### src/rtl/multicycle_datapath_if.sv
// multicycle_datapath_if
//   Instruction-fetch and data-memory handshake bundle between the multicycle
//   datapath (master) and its memories (slave).
//   instr_req/instr_addr   -> fetch request and word address
//   instr_rdata/instr_valid <- fetched word and its valid strobe
//   mem_req/mem_we/mem_addr/mem_wdata -> data access request, store flag, address, store data
//   mem_rdata/mem_valid    <- load data and access-complete strobe
interface multicycle_datapath_if #(
    parameter int ADDR_W = 32,
    parameter int DATA_W = 32
);
    logic              instr_req;
    logic [ADDR_W-1:0] instr_addr;
    logic [31:0]       instr_rdata;
    logic              instr_valid;
    logic              mem_req;
    logic              mem_we;
    logic [ADDR_W-1:0] mem_addr;
    logic [DATA_W-1:0] mem_wdata;
    logic [DATA_W-1:0] mem_rdata;
    logic              mem_valid;

    modport master (
        output instr_req, instr_addr, mem_req, mem_we, mem_addr, mem_wdata,
        input  instr_rdata, instr_valid, mem_rdata, mem_valid
    );

    modport slave (
        input  instr_req, instr_addr, mem_req, mem_we, mem_addr, mem_wdata,
        output instr_rdata, instr_valid, mem_rdata, mem_valid
    );
endinterface

### src/rtl/multicycle_datapath.sv
// multicycle_datapath
//   Multicycle datapath: register file, ALU, immediate extend, PC logic and
//   the phase FSM that sequences fetch, decode, execute, memory and writeback.
//   The external decoder drives the control inputs from instr_q.
//   clk, rst      clock, asynchronous active-low reset
//   bus           instruction / data memory handshakes (master side)
//   RegSrc .. PCSrc, ImmSrc, ALUControl   decoder controls
//   instr_q       latched instruction
//   ALUFlags      {N,Z,C,V}
//   pc            current PC
//   phase         FSM state (debug)
//
// state  | meaning
// FETCH  | request instruction at pc, latch it on instr_valid
// DECODE | read register operands into A/B (PC alias reads pc+2)
// EXEC   | ALU operation into ALUOut, optional flag update
// MEM    | data access, latch load data on mem_valid
// WB     | register writeback and PC update
module multicycle_datapath #(
    parameter int              DATA_W    = 32,
    parameter int              ADDR_W    = 32,
    parameter int              REG_AW    = 4,
    parameter logic [ADDR_W-1:0] RESET_PC = '0,
    parameter bit              BYTE_LOAD = 1'b1
) (
    input  logic                 clk,
    input  logic                 rst,
    multicycle_datapath_if.master bus,
    input  logic [1:0]           RegSrc,
    input  logic                 RegWrite,
    input  logic                 FlagWrite,
    input  logic                 ALUSrc,
    input  logic                 MemtoReg,
    input  logic                 MemAccess,
    input  logic                 MemWrite,
    input  logic                 PCSrc,
    input  logic [1:0]           ImmSrc,
    input  logic [1:0]           ALUControl,
    output logic [31:0]          instr_q,
    output logic [3:0]           ALUFlags,
    output logic [ADDR_W-1:0]    pc,
    output logic [2:0]           phase
);
    localparam int NREGS = 2 ** REG_AW;
    localparam logic [REG_AW-1:0] PC_IDX = REG_AW'(NREGS - 1);
    localparam int MSB = DATA_W - 1;

    typedef enum logic [2:0] {
        FETCH  = 3'd0,
        DECODE = 3'd1,
        EXEC   = 3'd2,
        MEM    = 3'd3,
        WB     = 3'd4
    } state_t;

    state_t            state;
    logic [DATA_W-1:0] regs [NREGS];
    logic [DATA_W-1:0] a_q, b_q, alu_out, load_q;
    logic [REG_AW-1:0] ra1, ra2, a3;
    logic [DATA_W-1:0] pc_plus2, rd1, rd2, ext, src_b, wb_result;
    logic [DATA_W-1:0] alu_res;
    logic [DATA_W:0]   sum;
    logic              alu_c, alu_v;

    // Register fields: Rn at [19:16], Rd at [15:12], Rm at [3:0].
    assign ra1 = RegSrc[0] ? PC_IDX : instr_q[16 +: REG_AW];
    assign ra2 = RegSrc[1] ? instr_q[12 +: REG_AW] : instr_q[0 +: REG_AW];
    assign a3  = instr_q[12 +: REG_AW];

    // The top register index is not storage: reads see pc+2, writes are dropped.
    assign pc_plus2 = DATA_W'(pc + ADDR_W'(2));
    assign rd1 = (ra1 == PC_IDX) ? pc_plus2 : regs[ra1];
    assign rd2 = (ra2 == PC_IDX) ? pc_plus2 : regs[ra2];

    always_comb begin
        ext = '0;
        case (ImmSrc)
            2'b00:   ext = DATA_W'(instr_q[7:0]);
            2'b01:   ext = DATA_W'(instr_q[11:0]);
            2'b10:   ext = DATA_W'($signed(instr_q[23:0]));
            default: ext = '0;
        endcase
    end

    assign src_b = ALUSrc ? ext : b_q;

    // Subtract as A + ~B + 1 so the carry out is the "no borrow" flag.
    always_comb begin
        sum     = '0;
        alu_res = '0;
        alu_c   = 1'b0;
        alu_v   = 1'b0;
        case (ALUControl)
            2'b00: begin
                sum     = {1'b0, a_q} + {1'b0, src_b};
                alu_res = sum[MSB:0];
                alu_c   = sum[DATA_W];
                alu_v   = (a_q[MSB] == src_b[MSB]) && (alu_res[MSB] != a_q[MSB]);
            end
            2'b01: begin
                sum     = {1'b0, a_q} + {1'b0, ~src_b} + {{DATA_W{1'b0}}, 1'b1};
                alu_res = sum[MSB:0];
                alu_c   = sum[DATA_W];
                alu_v   = (a_q[MSB] != src_b[MSB]) && (alu_res[MSB] != a_q[MSB]);
            end
            2'b10:   alu_res = a_q & src_b;
            default: alu_res = a_q | src_b;
        endcase
    end

    assign wb_result      = MemtoReg ? load_q : alu_out;
    assign bus.instr_addr = pc;
    assign bus.mem_addr   = ADDR_W'(alu_out);
    assign bus.mem_wdata  = b_q;
    assign phase          = state;

    always_ff @(posedge clk or negedge rst) begin
        if (!rst) begin
            state         <= FETCH;
            pc            <= RESET_PC;
            instr_q       <= '0;
            ALUFlags      <= '0;
            a_q           <= '0;
            b_q           <= '0;
            alu_out       <= '0;
            load_q        <= '0;
            bus.instr_req <= 1'b0;
            bus.mem_req   <= 1'b0;
            bus.mem_we    <= 1'b0;
            for (int i = 0; i < NREGS; i++) regs[i] <= '0;
        end else begin
            case (state)
                FETCH: begin
                    // First FETCH after reset raises the request; a valid seen
                    // before the request is up is ignored.
                    if (!bus.instr_req) begin
                        bus.instr_req <= 1'b1;
                    end else if (bus.instr_valid) begin
                        instr_q       <= bus.instr_rdata;
                        bus.instr_req <= 1'b0;
                        state         <= DECODE;
                    end
                end
                DECODE: begin
                    a_q   <= rd1;
                    b_q   <= rd2;
                    state <= EXEC;
                end
                EXEC: begin
                    alu_out <= alu_res;
                    if (FlagWrite) ALUFlags <= {alu_res[MSB], alu_res == '0, alu_c, alu_v};
                    if (MemAccess) begin
                        bus.mem_req <= 1'b1;
                        bus.mem_we  <= MemWrite;
                        state       <= MEM;
                    end else begin
                        state <= WB;
                    end
                end
                MEM: begin
                    if (bus.mem_valid) begin
                        load_q      <= BYTE_LOAD ? DATA_W'(bus.mem_rdata[7:0]) : bus.mem_rdata;
                        bus.mem_req <= 1'b0;
                        bus.mem_we  <= 1'b0;
                        state       <= WB;
                    end
                end
                WB: begin
                    if (RegWrite && (a3 != PC_IDX)) regs[a3] <= wb_result;
                    pc            <= PCSrc ? ADDR_W'(wb_result) : pc + ADDR_W'(1);
                    bus.instr_req <= 1'b1;
                    state         <= FETCH;
                end
                default: begin
                    bus.instr_req <= 1'b0;
                    bus.mem_req   <= 1'b0;
                    bus.mem_we    <= 1'b0;
                    state         <= FETCH;
                end
            endcase
        end
    end
endmodule

### src/flat_wrapper.sv
// flat-port wrapper written by rule: the top's interface ports become plain ports
module multicycle_datapath_flat 
#(
    parameter int              DATA_W    = 32,
    parameter int              ADDR_W    = 32,
    parameter int              REG_AW    = 4,
    parameter logic [ADDR_W-1:0] RESET_PC = '0,
    parameter bit              BYTE_LOAD = 1'b1
)
  (clk, rst, RegSrc, RegWrite, FlagWrite, ALUSrc, MemtoReg, MemAccess, MemWrite, PCSrc, ImmSrc, ALUControl, instr_q, ALUFlags, pc, phase, bus_instr_req, bus_instr_addr, bus_mem_req, bus_mem_we, bus_mem_addr, bus_mem_wdata, bus_instr_rdata, bus_instr_valid, bus_mem_rdata, bus_mem_valid);
  multicycle_datapath_if #(.ADDR_W(ADDR_W), .DATA_W(DATA_W)) bus_i ();
  input  logic clk;
  input  logic rst;
  input  logic [1:0] RegSrc;
  input  logic RegWrite;
  input  logic FlagWrite;
  input  logic ALUSrc;
  input  logic MemtoReg;
  input  logic MemAccess;
  input  logic MemWrite;
  input  logic PCSrc;
  input  logic [1:0] ImmSrc;
  input  logic [1:0] ALUControl;
  output logic [31:0] instr_q;
  output logic [3:0] ALUFlags;
  output logic [ADDR_W-1:0] pc;
  output logic [2:0] phase;
  output wire logic [$bits(bus_i.instr_req)-1:0] bus_instr_req;
  output wire logic [$bits(bus_i.instr_addr)-1:0] bus_instr_addr;
  output wire logic [$bits(bus_i.mem_req)-1:0] bus_mem_req;
  output wire logic [$bits(bus_i.mem_we)-1:0] bus_mem_we;
  output wire logic [$bits(bus_i.mem_addr)-1:0] bus_mem_addr;
  output wire logic [$bits(bus_i.mem_wdata)-1:0] bus_mem_wdata;
  input wire logic [$bits(bus_i.instr_rdata)-1:0] bus_instr_rdata;
  input wire logic [$bits(bus_i.instr_valid)-1:0] bus_instr_valid;
  input wire logic [$bits(bus_i.mem_rdata)-1:0] bus_mem_rdata;
  input wire logic [$bits(bus_i.mem_valid)-1:0] bus_mem_valid;
  assign bus_instr_req = bus_i.instr_req;
  assign bus_instr_addr = bus_i.instr_addr;
  assign bus_mem_req = bus_i.mem_req;
  assign bus_mem_we = bus_i.mem_we;
  assign bus_mem_addr = bus_i.mem_addr;
  assign bus_mem_wdata = bus_i.mem_wdata;
  assign bus_i.instr_rdata = bus_instr_rdata;
  assign bus_i.instr_valid = bus_instr_valid;
  assign bus_i.mem_rdata = bus_mem_rdata;
  assign bus_i.mem_valid = bus_mem_valid;
  multicycle_datapath #(.DATA_W(DATA_W), .ADDR_W(ADDR_W), .REG_AW(REG_AW), .RESET_PC(RESET_PC), .BYTE_LOAD(BYTE_LOAD)) u_core (.clk(clk), .rst(rst), .bus(bus_i), .RegSrc(RegSrc), .RegWrite(RegWrite), .FlagWrite(FlagWrite), .ALUSrc(ALUSrc), .MemtoReg(MemtoReg), .MemAccess(MemAccess), .MemWrite(MemWrite), .PCSrc(PCSrc), .ImmSrc(ImmSrc), .ALUControl(ALUControl), .instr_q(instr_q), .ALUFlags(ALUFlags), .pc(pc), .phase(phase));
endmodule
### config.mk
export PLATFORM = sky130hd
export DESIGN_NAME = multicycle_datapath_flat
export DESIGN_NICKNAME = d
export VERILOG_FILES = /design/src/rtl/multicycle_datapath_if.sv /design/src/rtl/multicycle_datapath.sv /design/src/flat_wrapper.sv
export SDC_FILE = /design/constraint.sdc
export NUM_CORES = 2
export LEC_CHECK = 0
export ABC_AREA = 1
export CORE_UTILIZATION = 61
export DETAILED_ROUTE_END_ITERATION = 6
export HOLD_SLACK_MARGIN = 0.05
export PLACE_DENSITY = 0.84
export SYNTH_ARGS = -nofsm -noshare
export SYNTH_HDL_FRONTEND = slang
export SYNTH_SLANG_ARGS = --single-unit
### constraint.sdc
create_clock -name clk -period 4.43 [get_ports clk]
set_clock_uncertainty 0.2 [all_clocks]
set_input_delay 0.886 -clock clk [delete_from_list [all_inputs] [get_ports clk]]
set_output_delay 0.886 -clock clk [all_outputs]
set_load 0.02 [all_outputs]
## Yosys cells after proc, flatten, opt, wreduce, memory -nomap -nowiden

Cells that the tools add are included.

| word-level totals | value |
|---|---|
| register bits | 690 |
| bits of input ports | 81 |
| output and inout bits | 170 |
| logic and storage cells | 111 |

| operators by class | value |
|---|---|
| $add $sub $neg | 5 |
| order comparisons | 4 |
| equal/unequal tests | 19 |
| multiplexer cells | 33 |
| bitwise gates (word level) | 7 |
| reductions and logical operators | 16 |

Operators by type and width:

| operator | number |
|---|---|
| $bwmux W512 | 1 |
| $mux W32 | 10 |
| $bmux W32 S4 | 2 |
| $pmux W32 S3 | 2 |
| $demux W32 S4 | 1 |
| $add A32 B32 Y33 | 2 |
| $add A33 B1 Y33 const B | 1 |
| $add A32 B1 Y32 const B | 1 |
| $add A32 B2 Y32 const B | 1 |
| $and A32 B32 Y32 | 1 |
| $logic_not A32 Y1 | 1 |
| $not A32 Y32 | 1 |
| $or A32 B32 Y32 | 1 |
| $ge A5 B5 Y1 const B | 3 |
| $not A4 Y5 | 3 |
| $mux W3 | 4 |
| $pmux W3 S4 | 1 |
| $pmux W1 S3 | 3 |
| $reduce_and A3 Y1 | 3 |
| $eq A4 B4 Y1 const B | 2 |
| $mux W4 | 2 |
| $eq A3 B2 Y1 const B | 2 |
| $ne A2 B2 Y1 const B | 3 |
| $reduce_and A2 Y1 | 3 |
| other kinds (16) | 30 |

## Longest topological paths before layout

| depth | value |
|---|---|
| word-level depth | 9 |
| depth in mapped cells | 27 |
| mapped depth without buffers | 26 |

## Least setup slack after synthesis

No wires, ideal clock.

| path | value |
|---|---|
| path type | in2reg |
| start | in ALUSrc |
| end | reg u_core.ALUFlags[2] |
| setup time | 0.065 ns |
| arrival | 3.565 ns |
| data required time | 4.165 ns |
| slack | 0.600 ns |
| cell stages on the path | 24 |
| buffers on the path | 2 |
| cells stage by stage | clkbuf_1 > clkbuf_1 > a31oi_1 > inv_1 > ha_1 > inv_1 > fa_1 > inv_1 > nand3_1 > nand3_1 > nand2_1 > nand2_1 > nand2_1 > nand2_1 > nand2_1 > nand2_1 > nand2_1 > nand3_1 > nand3_1 > nand2_1 > nand3_1 > nor2_1 > nand3_1 > nand2_1 |

| on the way | value |
|---|---|
| cells in the longest elaborated chain, start to end | 6 |
| elaborated cells between the ends (all ways) | 9 |
| classes of those cells | 3 x add/sub; 2 x mux; 3 x bitwise; 1 x reduce/logical |

Ends and longest elaborated chain:

| what | RTL line | RTL |
|---|---|---|
| start: declaration | flat_wrapper.sv:17 | `input logic ALUSrc;` |
| $mux W32 (*) | multicycle_datapath.sv:85 | `assign src_b = ALUSrc ? ext : b_q;` |
| $not A32 Y32 | multicycle_datapath.sv:101 | `sum = {1'b0, a_q} + {1'b0, ~src_b} + {{DATA_W{1'b0}}, 1'b1};` |
| $add A32 B32 Y33 | multicycle_datapath.sv:101 |  |
| $add A33 B1 Y33 | multicycle_datapath.sv:101 |  |
| $pmux W32 S3 (*) | multicycle_datapath.sv:93 | `case (ALUControl)` |
| $logic_not A32 Y1 (*) | multicycle_datapath.sv:151 | `if (FlagWrite) ALUFlags <= {alu_res[MSB], alu_res == '0, alu_c, alu_v};` |
| end signal: assignment | multicycle_datapath.sv:151 |  |
| end: declaration | multicycle_datapath.sv:40 | `output logic [3:0] ALUFlags,` |

Every way passes the cells marked *; elsewhere a longest branch is shown, timed or not.
A chain may end at the register's enable or synchronous reset.

## Worst setup path in the final report

| path | value |
|---|---|
| start | in ImmSrc[0] |
| end | reg u_core.ALUFlags[2] |

| on the way | value |
|---|---|
| cells in the longest elaborated chain, start to end | 8 |
| elaborated cells between the ends (all ways) | 13 |
| classes of those cells | 3 x add/sub; 2 x eq/ne; 3 x mux; 3 x bitwise; 2 x reduce/logical |

Ends and longest elaborated chain:

| what | RTL line | RTL |
|---|---|---|
| start: declaration | flat_wrapper.sv:22 | `input logic [1:0] ImmSrc;` |
| $eq A2 B2 Y1, or another cell as far along | multicycle_datapath.sv:77 | `case (ImmSrc)` |
| $pmux W32 S3 (*) | multicycle_datapath.sv:77 |  |
| $mux W32 (*) | multicycle_datapath.sv:85 |  |
| $not A32 Y32 | multicycle_datapath.sv:101 |  |
| $add A32 B32 Y33 | multicycle_datapath.sv:101 |  |
| $add A33 B1 Y33 | multicycle_datapath.sv:101 |  |
| $pmux W32 S3 (*) | multicycle_datapath.sv:93 |  |
| $logic_not A32 Y1 (*) | multicycle_datapath.sv:151 |  |

Marks and branches as above.

==> results.rst <==
.. list-table::
   :header-rows: 1

   * - Metric
     - Value
   * - Top-Level Pins
     - 251
   * - Final layout net count
     - 6334
   * - # DRC
     - 23
   * - Kind of end point of the critical path
     - flop
   * - First-pass GRT wire length
     - 255000 um
   * - TritonCTS sink count
     - 690
   * - Prevailing post-synth register cell
     - sky130_fd_sc_hd__dfrtp_1
   * - Area of the core
     - 67600 um2
   * - Vias post-DR
     - 45400
   * - Worst setup slack after layout
     - 0.239 ns
   * - Type of the tightest min-delay check
     - input port to async pin
   * - Fmax
     - 239 MHz
   * - Power Dens Cells
     - 703 nW/um2
   * - Number of enable-type register cells in the synthesized netlist
     - 0
   * - Final estimated routing congestion in global placement
     - 1.04
   * - Utilization after layout
     - 0.738
   * - Post-synth net total
     - 6045
   * - Biggest area consumer among synthesized cells
     - sky130_fd_sc_hd__dfrtp_1
   * - Seq/Total Area, Yosys
     - 0.411
   * - Minimum setup slack among reg-to-reg paths
     - 0.62 ns
   * - Via count of the first global-routing pass
     - 42500
   * - First-pass detailed-route iteration total
     - 7
   * - Final non-filler cell area
     - 49900 um2
   * - Violated checks
     - DRC
   * - R2r startpoint
     - u_core.bus.instr_addr[2]
   * - Synth warn
     - 0
   * - Antenna violations before repair
     - 14
   * - Antenna Violating Nets Remaining
     - 0
   * - TritonCTS clock tree
     - built
   * - Worst Hold Slack
     - 0.0860 ns
   * - Clk Tree Root Cell
     - sky130_fd_sc_hd__clkbuf_16
   * - Cell with the largest stage delay on the worst path
     - sky130_fd_sc_hd__clkdlybuf4s50_1
   * - Setup bufs post-CTS
     - 0
   * - Setup WS pre-CTS
     - -0.388 ns
   * - First element of the critical path
     - ImmSrc[0]
   * - Width of the chip
     - 265 um
   * - Hold-fix buffer count after cts
     - 0
   * - Worst voltage drop across the vdd grid
     - 0.591 mV
   * - GRT overflow
     - 0
   * - Max transition margin
     - 0.0902
   * - Slew at the pin with the worst max-slew slack
     - 1.35 ns
   * - Register bit count reported by yosys
     - 690
   * - Cell type with the highest occurrence count on the critical path
     - sky130_fd_sc_hd__nand2_1
   * - Cell Rows
     - 95
   * - Kind of critical path
     - input port to flop
   * - Relative area change from synthesis to final layout
     - 18.6%
   * - Top cells by area, synth
     - sky130_fd_sc_hd__dfrtp_1 41%, sky130_fd_sc_hd__nand2_1 12%, sky130_fd_sc_hd__o21ai_0 11%, sky130_fd_sc_hd__inv_1 5.6%, sky130_fd_sc_hd__a21oi_1 5.2%
   * - Count of maximum capacitance violations
     - 0
   * - Avg WL per Cell
     - 24.2 um
   * - Longest individual stage delay on the worst path
     - 0.50 ns
   * - Worst R2R Path Depth
     - 12
   * - Die Ht
     - 265 um
   * - Die ar.
     - 70000 um2
   * - Share of the clock period used by the worst path after layout
     - 0.946
   * - Count of H-tree levels built during CTS
     - 3
   * - Post-layout instance count excluding filler cells
     - 7084
   * - Arrival @ worst endpoint
     - 4.59 ns
   * - Initial standard-cell utilization of the core
     - 0.622
   * - Fraction of synthesized cell area taken by the top area cell type
     - 0.411
   * - Setup-failing EPs final
     - 0
   * - Total count of hold-check failures in the final report
     - 0
   * - Netlist Area Pre-Place
     - 42000 um2
   * - Maximum clock path buffer count
     - 3
   * - Crit path required time
     - 4.83 ns
   * - Leak pwr
     - 22.8 nW
   * - Max-slew violations
     - 0
   * - Run status
     - finished with violations
   * - Total power draw
     - 35.1 mW
   * - Maximum fanout encountered on the critical timing path
     - 4
   * - Pin count of the biggest net entering global routing
     - 129
   * - Post-DR vias/cell
     - 6.41
   * - Share of post-route cells with drive strength above 1
     - 0.106
   * - Tmin final
     - 4.19 ns
   * - Clock network latency to the later pin of the worst-skew pair
     - 0.66 ns
   * - Total CTS buffers
     - 75
   * - Drt first-iter violations
     - 7000
   * - Number of I/O port buffers
     - 226
   * - Synthesized instance count
     - 5855
   * - Final TNS setup
     - 0 ns
   * - Placed cell count
     - 6940
   * - Mean instance size in the synthesized netlist
     - 7.18 um2
   * - Crit path launch type
     - input port
   * - Setup repair after global routing missed its margin
     - no
   * - Async set-or-reset flop fraction in the synthesized netlist
     - 1.00
   * - Total cell area at the placement stage
     - 47400 um2
   * - Count of fill cells added during filler insertion
     - 5268
   * - Half-perimeter wire length of the detailed placement result
     - 115000 um
   * - CTS clock-pin slew for the worst setup and hold paths
     - 0.06 ns
   * - Count of cell types in the netlist
     - 51
   * - Final routed wirelength across all metal layers
     - 171000 um
   * - Post-cts repair resize count
     - 0
   * - Global-route usage over all layers
     - 0.483
   * - Cell-by-cell trace of the critical path
     - clkdlybuf4s50_1, nor2_1, buf_4, inv_1, nand2_1, a31oi_1, inv_1, ha_1, nand2_1, nor2_1, and2_1, nand2_1, nand2_1, nand2_1, nand2_1, nand2_1, nand3_1, nand4_1, nor2_1, nand2_1, nor2_1, nand3_1, nand2_1
placed cells by master (no fill, tap or decap), drive strengths merged, types with 3 or more instances in the layout:
| cell | n |
|---|---|
| o22ai | 28 |
| a311oi | 5 |
| a21oi | 435 |
| and2 | 4 |
| nand3 | 388 |
| a22oi | 3 |
| buf | 457 |
| clkbuf | 113 |
| o21bai | 8 |
| nor3 | 34 |
| xor2 | 40 |
| mux2 | 31 |
| a41oi | 3 |
| o311ai | 6 |
| a221oi | 8 |
| ha | 107 |
| o211ai | 77 |
| o2111ai | 7 |
| diode | 8 |
| a311o | 11 |
| xnor2 | 3 |
| clkdlybuf4s50 | 224 |
| clkinv | 24 |
| bufinv | 3 |
| dfrtp | 690 |
| a31oi | 14 |
| nand2 | 1315 |
| or2 | 6 |
| nor2 | 311 |
| o21ai | 1023 |
| nor4 | 7 |
| nand4 | 63 |
| inv | 637 |
| o221ai | 97 |
| mux2i | 6 |
power by group:
group | total [mW] | leakage [nW] | internal, mW | switching [mW]
logic | 19.7 | 12.2 | 6.97 | 12.7
clock network | 6.46 | 1.22 | 3.62 | 2.84
registers | 8.96 | 9.34 | 7.53 | 1.43
total | 35.1 | 22.8 | 18.1 | 16.9
layout make-up:
class | count | area [um2] | share of cell area
multi-input cells | 4055 | 20600 | 0.413
flip-flops and latches | 690 | 17300 | 0.346
well taps | 873 | 1090 | 0.0219
diodes | 8 | 20.0 | 0.000401
repair buffers | 681 | 6000 | 0.120
inverters | 641 | 2410 | 0.0483
clock inverters | 23 | 324 | 0.00650
clock buffers | 113 | 2180 | 0.0437
synth_stat cells, types with 3 or more instances:
master                      count
sky130_fd_sc_hd__nor3_1        31
sky130_fd_sc_hd__inv_1        622
sky130_fd_sc_hd__o211ai_1      77
sky130_fd_sc_hd__clkbuf_1     387
sky130_fd_sc_hd__buf_2         30
sky130_fd_sc_hd__ha_1         107
sky130_fd_sc_hd__o221ai_1      97
sky130_fd_sc_hd__a41oi_1        3
sky130_fd_sc_hd__nor4_1         7
sky130_fd_sc_hd__inv_2         13
sky130_fd_sc_hd__o21ai_0      943
sky130_fd_sc_hd__nor2_1       309
sky130_fd_sc_hd__nand4_1       63
sky130_fd_sc_hd__o21bai_1       8
sky130_fd_sc_hd__a311o_1       11
sky130_fd_sc_hd__xor2_1        40
sky130_fd_sc_hd__o21ai_1       79
sky130_fd_sc_hd__xnor2_1        3
sky130_fd_sc_hd__buf_4         33
sky130_fd_sc_hd__buf_1         19
sky130_fd_sc_hd__o311ai_0       6
sky130_fd_sc_hd__mux2_2        31
sky130_fd_sc_hd__a31oi_1       14
sky130_fd_sc_hd__o2111ai_1      7
sky130_fd_sc_hd__a22oi_1        3
sky130_fd_sc_hd__nand2_1     1315
sky130_fd_sc_hd__nand3_1      388
sky130_fd_sc_hd__a221oi_1       8
sky130_fd_sc_hd__mux2i_1        6
sky130_fd_sc_hd__or2_2          6
sky130_fd_sc_hd__o22ai_1       28
sky130_fd_sc_hd__dfrtp_1      690
sky130_fd_sc_hd__a21oi_1      435
sky130_fd_sc_hd__a311oi_1       5
sky130_fd_sc_hd__clkinv_1       6
final timing paths:
path | end
min in group clk | u_core.regs[28]
worst min register to register | u_core.regs[28]
worst max-delay path | u_core.ALUFlags[2]
worst min-delay path | u_core.regs[83]
worst max register to register | u_core.bus.mem_wdata[25]
max in group asynchronous | u_core.regs[201]
metal layers:
| metal | routed length [um] | global-route usage |
|---|---|---|
| met5 | 111 | 0 |
| met4 | 15000 | 0.359 |
| met3 | 25900 | 0.166 |
| met2 | 70200 | 0.687 |
| met1 | 60100 | 0.609 |
flip-flops by register name, summed over array words and instances (netlist names):
name	cells
u_core.bus.instr_addr	32
u_core.bus.mem_req	1
u_core.bus.mem_we	1
u_core.bus.mem_addr	32
u_core.ALUFlags	4
u_core.bus.instr_req	1
u_core.phase	3
u_core.a_q	32
u_core.instr_q	32
u_core.bus.mem_wdata	32
u_core.regs	512
u_core.load_q	8
logic make-up (layout without fill, tap and decap cells):
group           after synthesis  after routing  synth area share
xor+xnor                     43             43           0.00896
compound gates             1735           1735             0.226
flops                       690            690             0.411
fa+ha+maj                   109            109            0.0328
buf+inv                    1110           1458             0.103
simple gates               2131           2131             0.209
mux                          37             37           0.00973
other cells                   0              8                 0
critical path: cells and delay by family:
kind	cells	cell delay, ns
buf+inv	4	0.89
simple gates	17	2.11
compound gates	1	0.27
fa+ha+maj	1	0.40
Power figures use the tool's default switching activity.
